===== config.mk =====
export PLATFORM = sky130hd
export DESIGN_NAME = fetch_unit
export DESIGN_NICKNAME = d
export VERILOG_FILES = /design/src/rtl/fetch_unit.sv
export SDC_FILE = /design/constraint.sdc
export NUM_CORES = 1
export LEC_CHECK = 0
export CAP_MARGIN = 20
export CORE_ASPECT_RATIO = 0.7
export CORE_MARGIN = 2
export CORE_UTILIZATION = 56
export DETAILED_ROUTE_END_ITERATION = 8
export PLACE_DENSITY = 0.92
export SYNTH_ARGS = -nofsm -noshare
export SYNTH_HDL_FRONTEND = slang
export SYNTH_SLANG_ARGS = --single-unit

===== constraint.sdc =====
create_clock -name clk -period 5.4 [get_ports clk]
set_clock_uncertainty 0.2 [all_clocks]
set_input_delay 1.08 -clock clk [delete_from_list [all_inputs] [get_ports clk]]
set_output_delay 1.08 -clock clk [all_outputs]
set_load 0.01 [all_outputs]

===== src/rtl/fetch_unit.sv =====
// fetch_unit: instruction fetch stage with a small prefetch queue.
// Issues word requests over a req/ack handshake and buffers returned words.
// On a taken branch it flushes the queue and redirects fetch to the branch target.
// Define FETCH_STATS_EN to add the stat_fetch_cnt / stat_bubble_cnt counter ports.
module fetch_unit #(
    parameter int unsigned DEPTH    = 2,
    parameter logic [31:0] RESET_PC = 32'h0
) (
    input  logic        clk,
    input  logic        rst,
    input  logic        stall,
    input  logic        branch_taken,
    input  logic [31:0] branch_target,
    output logic        imem_req,
    output logic [31:0] imem_addr,
    input  logic        imem_ack,
    input  logic [31:0] imem_rdata,
    output logic [31:0] if_instruction,
    output logic [31:0] if_pc,
    output logic        if_valid
`ifdef FETCH_STATS_EN
    ,
    output logic [31:0] stat_fetch_cnt,
    output logic [31:0] stat_bubble_cnt
`endif
);

    localparam int unsigned   CW       = $clog2(DEPTH + 1);
    localparam logic [CW-1:0] DEPTH_C  = CW'(DEPTH);
    localparam logic [CW-1:0] ONE_C    = CW'(1);
    localparam logic [31:0]   START_PC = {RESET_PC[31:2], 2'b00};

    typedef enum logic [0:0] {StRun, StDrop} state_e;

    state_e        state_q, state_d;
    logic [31:0]   fetch_pc_q, fetch_pc_d;
    logic [31:0]   target_q, target_d;
    logic          req_q, req_d;
    logic [CW-1:0] count_q, count_d, wr_idx;
    logic [31:0]   instr_q [DEPTH];
    logic [31:0]   instr_d [DEPTH];
    logic [31:0]   pc_q [DEPTH];
    logic [31:0]   pc_d [DEPTH];
    logic          accept, pop;

    // Entry 0 is always the queue head; outputs are combinational from it.
    assign if_valid       = (count_q != '0);
    assign if_instruction = if_valid ? instr_q[0] : 32'h0;
    assign if_pc          = if_valid ? pc_q[0] : 32'h0;
    assign imem_req       = req_q;
    assign imem_addr      = fetch_pc_q;

    // Next-state: redirect beats stall beats push/pop; DROP swallows one response.
    always_comb begin
        accept     = req_q && imem_ack && (state_q == StRun) && !branch_taken;
        pop        = if_valid && !stall && !branch_taken;
        wr_idx     = pop ? count_q - ONE_C : count_q;
        state_d    = state_q;
        fetch_pc_d = fetch_pc_q;
        target_d   = target_q;
        count_d    = count_q;
        instr_d    = instr_q;
        pc_d       = pc_q;
        if (branch_taken) begin
            count_d  = '0;
            target_d = {branch_target[31:2], 2'b00};
            if (req_q && !imem_ack) begin
                // Request must stay stable until acked; its data gets dropped then.
                state_d = StDrop;
            end else begin
                state_d    = StRun;
                fetch_pc_d = target_d;
            end
        end else if (state_q == StDrop) begin
            if (req_q && imem_ack) begin
                state_d    = StRun;
                fetch_pc_d = target_q;
            end
        end else begin
            if (pop) begin
                for (int i = 0; i < int'(DEPTH) - 1; i++) begin
                    instr_d[i] = instr_q[i+1];
                    pc_d[i]    = pc_q[i+1];
                end
            end
            if (accept) begin
                for (int i = 0; i < int'(DEPTH); i++) begin
                    if (CW'(i) == wr_idx) begin
                        instr_d[i] = imem_rdata;
                        pc_d[i]    = fetch_pc_q;
                    end
                end
                fetch_pc_d = fetch_pc_q + 32'd4;
            end
            if (accept && !pop) begin
                count_d = count_q + ONE_C;
            end else if (!accept && pop) begin
                count_d = count_q - ONE_C;
            end
        end
        // A new request reserves a slot, so queue plus outstanding never exceeds DEPTH.
        req_d = (req_q && !imem_ack) || (count_d < DEPTH_C);
    end

    // State register with synchronous reset.
    always_ff @(posedge clk) begin
        if (rst) begin
            state_q    <= StRun;
            fetch_pc_q <= START_PC;
            target_q   <= START_PC;
            req_q      <= 1'b0;
            count_q    <= '0;
            for (int i = 0; i < int'(DEPTH); i++) begin
                instr_q[i] <= 32'h0;
                pc_q[i]    <= 32'h0;
            end
        end else begin
            state_q    <= state_d;
            fetch_pc_q <= fetch_pc_d;
            target_q   <= target_d;
            req_q      <= req_d;
            count_q    <= count_d;
            instr_q    <= instr_d;
            pc_q       <= pc_d;
        end
    end

`ifdef FETCH_STATS_EN
    logic [31:0] fetch_cnt_q, bubble_cnt_q;

    // Count kept words and downstream bubbles; both wrap naturally.
    always_ff @(posedge clk) begin
        if (rst) begin
            fetch_cnt_q  <= 32'h0;
            bubble_cnt_q <= 32'h0;
        end else begin
            if (accept) begin
                fetch_cnt_q <= fetch_cnt_q + 32'd1;
            end
            if (!stall && !if_valid) begin
                bubble_cnt_q <= bubble_cnt_q + 32'd1;
            end
        end
    end

    assign stat_fetch_cnt  = fetch_cnt_q;
    assign stat_bubble_cnt = bubble_cnt_q;
`endif

endmodule


==> out/results.txt <==
final hold vios - 0
pin count of the biggest net entering global routing - 107
grt ovf - 0
Primary FF master, synth - dfxtp_1
TritonCTS Buffers - 17
ratio of cells with drive above 1 in the final layout - 0.0589
Post-CTS Setup Inserts - 0
Final Cycle Share - 0.743
Unique masters post-synth - 66
CP delay by family, top - buffers and inverters
top cell type's share of synthesized area - 0.431
vias per cell - 5.88
vias in the first global route - 8096
crit start category - flip-flop
Final Instance Area - 11000 µm²
slowest cell delay on critical path - 0.81 ns
CTS Buffer Depth - 2
maximum vdd drop - 0.216 mV
antenna violations before repair - 0
Design Power - 3.04 mW
Synth area leader - dfxtp_1
RSZ-0062 raised after global routing - false
reg2reg end - pc_q[3]
chip height - 109 µm
Slew headroom - 0.316
Fmax - 249 MHz
DRC viols - 0
hold path startpoint - instr_q[21]
Fin Setup TNS - 0 ns
Hold Crit Depth - 2
YS warnings - 0
EDFF count, synth - 0
Worst Reg-to-Reg Cells - 8
worst r2r src - count_q[0]
Total GRT Usage - 0.282
antenna diode count - 0
first-pass GRT wire length - 39000 µm
top cells by area, synth - dfxtp_1 (43%), nand2_1 (11%), nor2_1 (6.9%)
DRT Pass-1 Iters - 5
number of gates resized after cts - 0
CP max stage cell - ha_2
reg-to-reg slack, setup - 2.01 ns
HP Class - flip-flop to flip-flop
Detailed Route Iter0 Violations - 806
root buffer cell - clkbuf_16
hold-fix buffers at CTS - 0
Port Buffers - 162
Area after DPL - 10400 µm²
worst endpoint required time - 4.12 ns
HPWL Detailed - 15100 µm
clock-pin slew on the worst setup and hold paths - 0.08 ns
level count of the clock H-tree - 4
Post-Syn Area per Cell - 7.69 µm²
Worst Path Arrival - 2.73 ns
Max Cap Viol - 0
CP Buf/Inv Count - 3
Worst Setup Path Type - flip-flop to output port
Hold EP - instr_q[21]
top cells by count, synth - nand2_1 (252), dfxtp_1 (190), nor2_1 (163)
Util after Layout - 0.709
async set-reset flop share out of synthesis - 0
Die W - 154 µm
Final min period - 4.01 ns
Final Setup Violations - 0
Layout Nets - 1316
sequential area share after synthesis - 0.431
crit path cell chain - inv_1 > ha_2 > buf_4 > nor2b_1 > clkdlybuf4s50_1
site row count - 38
clock sinks - 190
# IOs - 167
synthesized flop and latch total - 190
drt total wl - 23600 µm
PwrDens - 277 nW/µm²
Wirelength per Cell - 16.2 µm
Clock Latency Late Sink - 0.43 ns
Post-Synthesis Cells - 1149
Least-Margin Pin Slew - 1.02 ns
FILL cells - 1186
Final Slew Violations - 0
status - finished clean
Starting Density - 0.572
top-count cell post-synth - nand2_1
area grow syn2layout - 24.0%
mapped cell area - 8830 µm²
area of the core - 15500 µm²
die area - 16800 µm²
Final GP Congestion - 0.856
Leak Pwr - 3.62 nW
CP max FO - 42
TritonCTS clock tree - yes
DR vias - 8568
Final ANT Viol Nets - 0
Crit. End Element - output port
==> placed cells by master, fill, tap and decap left out, types with 6 or more instances in the layout <==
| master | count |
|---|---|
| nand2_1 | 252 |
| dfxtp_1 | 190 |
| nor2_1 | 161 |
| clkdlybuf4s50_1 | 160 |
| a21oi_1 | 110 |
| nor2b_1 | 66 |
| a311oi_1 | 40 |
| nor4_1 | 29 |
| mux2i_1 | 23 |
| clkbuf_16 | 17 |
| nand3_1 | 15 |
| buf_4 | 15 |
| inv_1 | 14 |
| o21ai_0 | 14 |
| a31oi_1 | 8 |
| o211ai_1 | 8 |
| nand2b_1 | 7 |
| nor3_1 | 6 |
| a221oi_1 | 6 |
| xnor2_1 | 6 |
==> cell type report <==
type,instances,area [µm²],share of cell area
well taps,200,250,0.0228
multi-input cells,842,4520,0.413
repair buffers,178,1750,0.160
flip-flops and latches,190,3800,0.347
inverters,14,52.6,0.00480
clock inverters,15,151,0.0138
clock buffers,17,425,0.0388
==> worst max path at each step <==
stage,startpoint,to,cells after the start
after floorplan,branch_taken,pc_q[35],8
after global placement,imem_ack,pc_q[34],8
after detailed placement,imem_ack,instr_q[57],8
after CTS,count_q[0],if_instruction[14],5
after global routing,count_q[0],if_instruction[14],5
final,count_q[0],if_instruction[14],5
==> power by group <==
group          total, mW  switching, mW  internal [mW]  leakage [nW]
registers           1.50         0.0566           1.45          1.55
clock network       1.22          0.609          0.616         0.270
logic              0.312          0.163          0.149          1.81
==> stage by stage <==
stage               setup slack [ns]  hold WS, ns  instances
finish                          1.39        0.255       1456
global route                    1.25        0.274       1456
CTS                             1.38        0.257       1456
detailed placement              1.42        0.247       1424
global placement                1.49        0.242       1424
floorplan                       2.49        0.237       1150
==> registers in the layout, summed over array words and instances, names as in the netlist <==
name       cells
target_q      30
state_q        1
pc_q          62
instr_q       64
imem_req       1
count_q        2
imem_addr     30
==> cells by family after synthesis <==
family                   count (synthesis)  share of synthesized area
flip-flops                             190                      0.431
XOR/XNOR                                 7                    0.00694
AND/OR/NAND/NOR                        577                      0.297
multiplexers                            26                     0.0299
buffers and inverters                  118                     0.0619
adder cells (fa/ha/maj)                  4                    0.00567
AO/OA/AOI/OAI                          226                      0.168
other                                    1                   0.000425
==> metal layers <==
layer,wire [µm],GRT usage,part of all wire,vias to the layer above
met3,1770,0.0588,0.075,32
met5,0,0,0,-
met2,11300,0.473,0.48,350
met1,10300,0.371,0.43,4078
met4,326,0.0841,0.014,0
li1,-,-,-,4108
==> worst min-delay path: stages (launching register included) <==
cell and delay (ns):
dfxtp_1 0.31, nand2_1 0.05, a21oi_1 0.05
Power figures use the tool's default switching activity.
